<file path="config.mk">
export PLATFORM = sky130hd
export DESIGN_NAME = rv_dmem_port
export DESIGN_NICKNAME = d
export VERILOG_FILES = /design/src/rtl/rv_dmem_port.sv
export SDC_FILE = /design/constraint.sdc
export NUM_CORES = 1
export LEC_CHECK = 0
export BUFFER_PORTS_ARGS = -buffer_cell sky130_fd_sc_hd__buf_4
export CORE_ASPECT_RATIO = 1.5
export CORE_MARGIN = 2
export CORE_UTILIZATION = 48
export CTS_CLUSTER_SIZE = 8
export DETAILED_ROUTE_END_ITERATION = 16
export GPL_ROUTABILITY_DRIVEN = 0
export GPL_TIMING_DRIVEN = 0
export PLACE_DENSITY = 0.8
export SLEW_MARGIN = 5
export SYNTH_ARGS = -nofsm -noshare
export SYNTH_HDL_FRONTEND = slang
export SYNTH_SLANG_ARGS = --single-unit
</file>
<file path="constraint.sdc">
create_clock -name clk_i -period 3.1 [get_ports clk_i]
set_input_delay 0.775 -clock clk_i [delete_from_list [all_inputs] [get_ports clk_i]]
set_output_delay 0.775 -clock clk_i [all_outputs]
set_load 0.005 [all_outputs]
</file>
<file path="src/rtl/rv_dmem_port.sv">
// rtl/rv_dmem_port.sv - data-memory access unit between execute and the data bus
module rv_dmem_port #(
    parameter int unsigned g_timeout = 255
) (
    input  logic        clk_i,
    input  logic        rst_i,
    input  logic        x_load_i,
    input  logic        x_store_i,
    input  logic [2:0]  x_fun_i,
    input  logic [31:0] x_dm_addr_i,
    input  logic [31:0] x_store_value_i,
    output logic [31:0] dm_addr_o,
    output logic [31:0] dm_data_s_o,
    output logic [3:0]  dm_data_select_o,
    output logic        dm_load_o,
    output logic        dm_store_o,
    input  logic        dm_ready_i,
    input  logic [31:0] dm_data_i,
    output logic [31:0] dm_data_l_o,
    output logic        dm_load_done_o,
    output logic        dm_store_done_o,
    output logic        dm_misaligned_o,
    output logic        dm_timeout_o
);

    typedef enum logic [1:0] {
        ST_IDLE  = 2'd0,
        ST_LOAD  = 2'd1,
        ST_STORE = 2'd2
    } state_t;

    localparam logic [15:0] c_timeout = 16'(g_timeout);

    state_t      r_state;
    state_t      w_next;
    logic [15:0] r_cnt;
    logic [31:0] r_addr;
    logic [31:0] r_data_s;
    logic [3:0]  r_sel;
    logic [31:0] r_data_l;
    logic        r_misal;
    logic        r_misal_load;

    logic        w_is_b;
    logic        w_is_h;
    logic        w_misal;
    logic [3:0]  w_sel;
    logic [31:0] w_data_s;
    logic        w_req;
    logic        w_expired;
    logic        w_finish;
    logic        w_load;
    logic        w_store;
    logic        w_ld_done;
    logic        w_st_done;
    logic        w_tmo;
    logic [31:0] w_data_l;

    // Decode access size; unsigned variants share lanes with their signed forms,
    // and every unlisted encoding behaves as a full word.
    always_comb begin
        w_is_b = 1'b0;
        w_is_h = 1'b0;
        case (x_fun_i)
            3'b000, 3'b100: w_is_b = 1'b1;
            3'b001, 3'b101: w_is_h = 1'b1;
            default: ;
        endcase
    end

    // Alignment check, byte enables and lane-replicated store data for the request.
    always_comb begin
        w_misal  = 1'b0;
        w_sel    = 4'b1111;
        w_data_s = x_store_value_i;
        if (w_is_b) begin
            w_sel    = 4'b0001 << x_dm_addr_i[1:0];
            w_data_s = {4{x_store_value_i[7:0]}};
        end else if (w_is_h) begin
            w_misal  = x_dm_addr_i[0];
            w_sel    = x_dm_addr_i[1] ? 4'b1100 : 4'b0011;
            w_data_s = {2{x_store_value_i[15:0]}};
        end else begin
            w_misal  = (x_dm_addr_i[1:0] != 2'b00);
        end
    end

    assign w_req     = x_load_i | x_store_i;
    assign w_expired = (r_cnt == c_timeout);
    assign w_finish  = (r_state != ST_IDLE) && (dm_ready_i || w_expired);

    // State register.
    always_ff @(posedge clk_i) begin
        if (rst_i) begin
            r_state <= ST_IDLE;
        end else begin
            r_state <= w_next;
        end
    end

    // Next state, bus strobes and completion strobes; ready wins over expiry.
    always_comb begin
        w_next    = r_state;
        w_load    = 1'b0;
        w_store   = 1'b0;
        w_ld_done = r_misal & r_misal_load;
        w_st_done = r_misal & ~r_misal_load;
        w_tmo     = 1'b0;
        w_data_l  = r_data_l;
        case (r_state)
            ST_IDLE: begin
                if (x_load_i) begin
                    if (!w_misal) w_next = ST_LOAD;
                end else if (x_store_i) begin
                    if (!w_misal) w_next = ST_STORE;
                end
            end
            ST_LOAD: begin
                w_load = 1'b1;
                if (dm_ready_i) begin
                    w_ld_done = 1'b1;
                    w_data_l  = dm_data_i;
                    w_next    = ST_IDLE;
                end else if (w_expired) begin
                    w_ld_done = 1'b1;
                    w_tmo     = 1'b1;
                    w_data_l  = 32'h0;
                    w_next    = ST_IDLE;
                end
            end
            ST_STORE: begin
                w_store = 1'b1;
                if (dm_ready_i) begin
                    w_st_done = 1'b1;
                    w_next    = ST_IDLE;
                end else if (w_expired) begin
                    w_st_done = 1'b1;
                    w_tmo     = 1'b1;
                    w_next    = ST_IDLE;
                end
            end
            default: w_next = ST_IDLE;
        endcase
    end

    // Request capture, wait counter, misalignment pulse and load-word holding register.
    always_ff @(posedge clk_i) begin
        if (rst_i) begin
            r_cnt        <= 16'd0;
            r_addr       <= 32'h0;
            r_data_s     <= 32'h0;
            r_sel        <= 4'b0000;
            r_data_l     <= 32'h0;
            r_misal      <= 1'b0;
            r_misal_load <= 1'b0;
        end else begin
            r_misal <= 1'b0;
            if (r_state == ST_IDLE) begin
                r_cnt <= 16'd0;
                if (w_req) begin
                    if (w_misal) begin
                        r_misal      <= 1'b1;
                        r_misal_load <= x_load_i;
                        r_data_l     <= 32'h0;
                    end else begin
                        r_addr   <= {x_dm_addr_i[31:2], 2'b00};
                        r_sel    <= w_sel;
                        r_data_s <= w_data_s;
                    end
                end
            end else begin
                r_cnt <= r_cnt + 16'd1;
                if (w_finish) begin
                    r_sel <= 4'b0000;
                    if (r_state == ST_LOAD) r_data_l <= w_data_l;
                end
            end
        end
    end

    assign dm_addr_o        = r_addr;
    assign dm_data_s_o      = r_data_s;
    assign dm_data_select_o = r_sel;
    assign dm_load_o        = w_load;
    assign dm_store_o       = w_store;
    assign dm_data_l_o      = w_data_l;
    assign dm_load_done_o   = w_ld_done;
    assign dm_store_done_o  = w_st_done;
    assign dm_misaligned_o  = r_misal;
    assign dm_timeout_o     = w_tmo;

endmodule

</file>
; ---- Word level (Yosys, flattened, before mapping)
; Index checks and enable logic that the tools add are counted.
[word_totals]
in_bits = 104
reg_bits = 118
wordCells = 86
out_inout_bits = 106
[classes]
mux = 40
n_bitwise = 7
eq_ne = 11
addsub = 1
n_reduce_logical = 18
shifts = 1
[op_table]
columns = op, count
row1 = 32-bit two-way mux, 10
row2 = 4-bit two-way mux, 7
row3 = 16-bit by 1-bit adder with 16-bit output (second input constant), 1
row4 = 16-bit by 8-bit == test with 1-bit output (second input constant), 1
row5 = 1-bit two-way mux, 16
row6 = 2-bit two-way mux, 6
row7 = 3-bit AND reduction, 4
row8 = 2-bit nonzero test, 4
row9 = 2-bit OR reduction, 4
row10 = 3-bit == test (second input constant), 2
row11 = 2-bit != test (second input constant), 3
row12 = 1-bit inverter, 4
row13 = 2-bit case mux with 2 select lines, 1
row14 = 4-bit AND reduction, 1
row15 = 1-bit by 2-bit << shifter with 4-bit output (first input constant), 1
row16 = 3-bit by 1-bit == test with 1-bit output (second input constant), 1
row17 = 3-bit zero test, 1
row18 = 3-bit by 1-bit != test with 1-bit output (second input constant), 1
row19 = 3-bit != test (second input constant), 1
row20 = 3-bit OR reduction, 1
row21 = 1-bit bitwise AND, 2
row22 = 2-bit by 1-bit == test with 1-bit output (second input constant), 1
row23 = 2-bit == test (second input constant), 1
row24 = 2-bit zero test, 1
row25 = 3 further kinds, 3

; ---- Longest topological paths before layout
[logic_depth]
word_depth = 9
ltp_mapped = 9
mapped_depth_nobuf = 6

; ---- Worst setup path after synthesis
; Ideal clock, no wire load.
[synth_path]
kind = register to output
startpoint = register r_cnt[0]
endpoint = output dm_data_l_o[22]
stages_incl_launch_ff = 8
path_slack_ps = 676
required_ps = 2325
path_buffers = 2
arrival_time_ps = 1649
path_cell_list = dfxtp_1 -> ha_1 -> and3_1 -> clkbuf_1 -> a41o_4 -> nand2_1 -> buf_2 -> a22o_1
[synth_via]
elab_chain_len = 4
[synth_rtl]
columns = item, line
row1 = start: declaration, 36  ; logic [15:0] r_cnt;
row2 = start signal: assignment, 172  ; r_cnt <= r_cnt + 16'd1;
row3 = 16-bit by 8-bit == test with 1-bit output, 89  ; assign w_expired = (r_cnt == c_timeout);
row4 = 32-bit two-way mux, 124  ; end else if (w_expired) begin
row5 = 32-bit two-way mux, 120  ; if (dm_ready_i) begin
row6 = 32-bit two-way mux, 110  ; case (r_state)
row7 = end: declaration, 19  ; output logic [31:0] dm_data_l_o,
; No other way between the ends.

; ---- Worst setup path in the final report
[layout_path]
startpoint = register r_cnt[0]
endpoint = output dm_data_l_o[21]
; The elaborated chain is that of the path after synthesis.

==> summary.md <==
| Metric | Value |
|---|---|
| Core area | `slightly above 0.01 sq mm` |
| DRC | `0` |
| Fin Setup TNS | `0 ns` |
| Async SR Flop Fraction | `0` |
| Final setup viols | `0` |
| Period utilisation layout | `0.952` |
| Status | `complete, no violations` |
| DP Cell Count | `between 800 and 900` |
| Routed WL per cell | `between 15 and 20 um` |
| Min-delay worst type | `register to register` |
| Met1 GRT Util | `0.273` |
| Reg2Reg Depth | `7` |
| Origin of the worst setup path | `r_cnt[0]` |
| Routed Antenna Nets | `0` |
| DIE HEIGHT | `129 um` |
| Most frequent CP cell | `buf_4` |
| Final cell count without fillers | `923` |
| Initial antenna violation count | `0` |
| Via count | `5021` |
| Initial Util | `0.493` |
| CTS tree | `done` |
| WP data arrival | `2.18 ns` |
| Register area | `0.00236 sq mm` |
| Post-synthesis sequential area ratio | `0.473` |
| Syn Area/Cell | `8.77 sq um` |
| FF-to-FF Start | `r_state[1]` |
| Initial drt markers | `215` |
| Crit-path cells | `ha_1 > and3_4 > a41o_4 > nand2_2 > buf_4 > a22o_1 > buf_4` |
| Total track usage | `0.264` |
| Final HPWL DP | `approximately 11 mm` |
| Row count | `45` |
| Crit path max fanout | `10` |
| #FFs+latches synth | `118` |
| Fill count | `778` |
| Overflow after GRT | `0` |
| Vias/cell | `approximately 5.4` |
| Power density cells | `614 mW/mm^2` |
| Number of synthesized flops with an enable pin | `0` |
| Data required, critical path | `2.32 ns` |
| # resized after CTS | `1` |
| Max-slew headroom | `0.523` |
| Final Slew Violations | `0` |
| Reg2reg setup slack | `0.94 ns` |
| Unrepaired setup endpoints after global routing | `no` |
| Max H-tree Level | `4` |
| TritonRoute pass-1 iters | `4` |
| Synth top area cells | `dfxtp_1 47%, a22o_1 11%, nand2_1 9.0%` |
| N_diodes | `0` |
| Max_cap viols | `0` |
| Delay-heaviest family, CP | `compound AO/OA/AOI/OAI gates` |
| First-pass GRT wire length | `23.5 mm` |
| Syn-to-layout area delta | `46.6%` |
| Clock latency on the worst-skew pair | `0.41 ns` |
| Worst-path clk slew | `0.06 ns` |
| Yosys top cell by area | `dfxtp_1` |
| Most used routing layer | `met2` |
| Post-Synthesis Cells | `570` |
| GRT met3 Usage | `0.108` |
| Worst r2r dst | `r_data_l[19]` |
| Total CTS buffers | `17` |
| Clock buffer depth | `2` |
| Post-CTS Setup Repair Bufs | `0` |
| Final nets | `901` |
| Die Footprint | `0.0113 sq mm` |
| CP Launch Type | `register` |
| Synth top area share | `0.473` |
| Post-synth cell types | `44` |
| Maximum vdd drop | `518 uV` |
| Critical Path Max Stage Delay | `0.40 ns` |
| Worst-path cell with the longest stage delay | `dfxtp_1` |
| Number of global-route vias before repair | `5010` |
| FMAX | `~340 MHz` |
| Number of port buffers | `about 200` |
| Final Routed Wirelength | `14.9 mm` |
| Yosys warns | `0` |
| Leak | `3.24 nW` |
| Root Driver | `clkbuf_16` |
| Setup crit end | `dm_data_l_o[21]` |
| Hold buffer count at CTS | `0` |
| Main synth FF type | `dfxtp_1` |
| Crit Path Category | `register to output pin` |
| Worst slew pin tran | `0.713 ns` |
| Final min period | `2.95 ns` |
| Largest net degree at the start of global routing | `17` |
| Critical path endpoint category | `output pin` |
| Share of cells above drive strength 1 | `0.328` |
| Die W | `87.3 um` |
| Cell Area, Synth | `0.00500 sq mm` |
| Most instantiated library cell after synthesis | `nand2_1` |
| Met2 usage | `0.469` |
| Hold Fails Final Rpt | `0` |
| Crit path depth | `7` |
| Commonest cells in the netlist | `120 x nand2_1, 118 x dfxtp_1, 64 x a22o_1` |
| Layout Skew | `~0.0062 ns` |
| Multi-input gate area | `0.00241 sq mm` |
| Sink Count | `around 120` |
| Worst path bufs/invs | `2` |
| # IOs | `210` |
==> final cells by class <==
class | count | area share
Timing Repair Buffer | 204 | 0.209
Clock inverter | 13 | 0.0232
Inverter | 5 | 0.00256
Multi-Input combinational cell | 400 | 0.330
Buffer | 47 | 0.0326
Clock buffer | 19 | 0.0605
Sequential cell | 118 | 0.323
Tap cell | 117 | 0.0200
==> where the power goes <==
| group | switching [mW] | internal, mW |
|---|---|---|
| Sequential | 0.0594 | 1.62 |
| Combinational | 0.412 | 0.387 |
| Clock | 0.719 | 1.30 |
==> state kept, by name, summed over array words and instances, names as in the netlist <==
signal / flops
r_misal_load: 1
r_data_l: 32
dm_addr_o: 30
dm_misaligned_o: 1
r_cnt: 16
dm_data_s_o: 32
dm_data_select_o: 4
r_state: 2
==> layer usage <==
layer | share of wire | vias to the layer above | routed length [um]
met5 | 0 | - | 0
met4 | 0.024 | 0 | 351
met3 | 0.088 | 30 | 1310
met2 | 0.52 | 196 | 7780
met1 | 0.37 | 2326 | 5470
li1 | - | 2469 | -
==> per-stage QoR <==
stage | instance area, sq um | utilization | hold slack (ns) | setup slack, ns | power, mW
2_1_floorplan | 5000 | - | 0.426 | 0.676 | 2.09
3_3_place_gp | 6680 | 0.659 | 0.440 | 0.283 | 2.48
3_5_place_dp | 6680 | 0.659 | 0.447 | 0.239 | 2.50
4_1_cts | 7290 | 0.719 | 0.455 | 0.00114 | 4.51
5_1_grt | 7320 | 0.723 | 0.474 | 0.000594 | 4.68
6_report | 7320 | 0.723 | 0.453 | 0.148 | 4.49
==> worst min-delay path: stages, from the launching register on <==
cell	delay, ns
dfxtp_1	0.31
nand2_1	0.05
a21oi_1	0.05
==> cells by family after synthesis <==
logic type / after synthesis / synth area share
AO/OA/AOI/OAI: 171 / 0.244
XOR/XNOR: 14 / 0.0245
adder cells (fa/ha/maj): 4 / 0.0100
buffers and inverters: 53 / 0.0501
flip-flops: 118 / 0.473
multiplexers: 16 / 0.0320
other: 1 / 0.000750
AND/OR/NAND/NOR: 193 / 0.165
==> layout by cell type (no fill, tap or decap), types with 11 or more instances in the layout <==
cell	netlist	routed
nand2_1	120	119
mux2i_1	16	16
clkbuf_1	30	27
buf_4	2	209
a22o_1	64	64
nor2_1	36	36
a211oi_1	12	12
xor2_1	11	11
o21ai_0	24	24
a21oi_1	52	52
clkbuf_16	0	17
dfxtp_1	118	118
==> how the worst min path moves through the flow <==
stage,from,cells past startpoint,endpoint
2_1_floorplan,r_cnt[0],1,r_cnt[0]
3_3_place_gp,r_cnt[0],1,r_cnt[0]
3_5_place_dp,dm_data_s_o[3],2,dm_data_s_o[3]
4_1_cts,dm_data_s_o[3],2,dm_data_s_o[3]
5_1_grt,dm_data_s_o[3],2,dm_data_s_o[3]
6_report,dm_addr_o[30],2,dm_addr_o[30]
(Power assumes the default switching activity.)
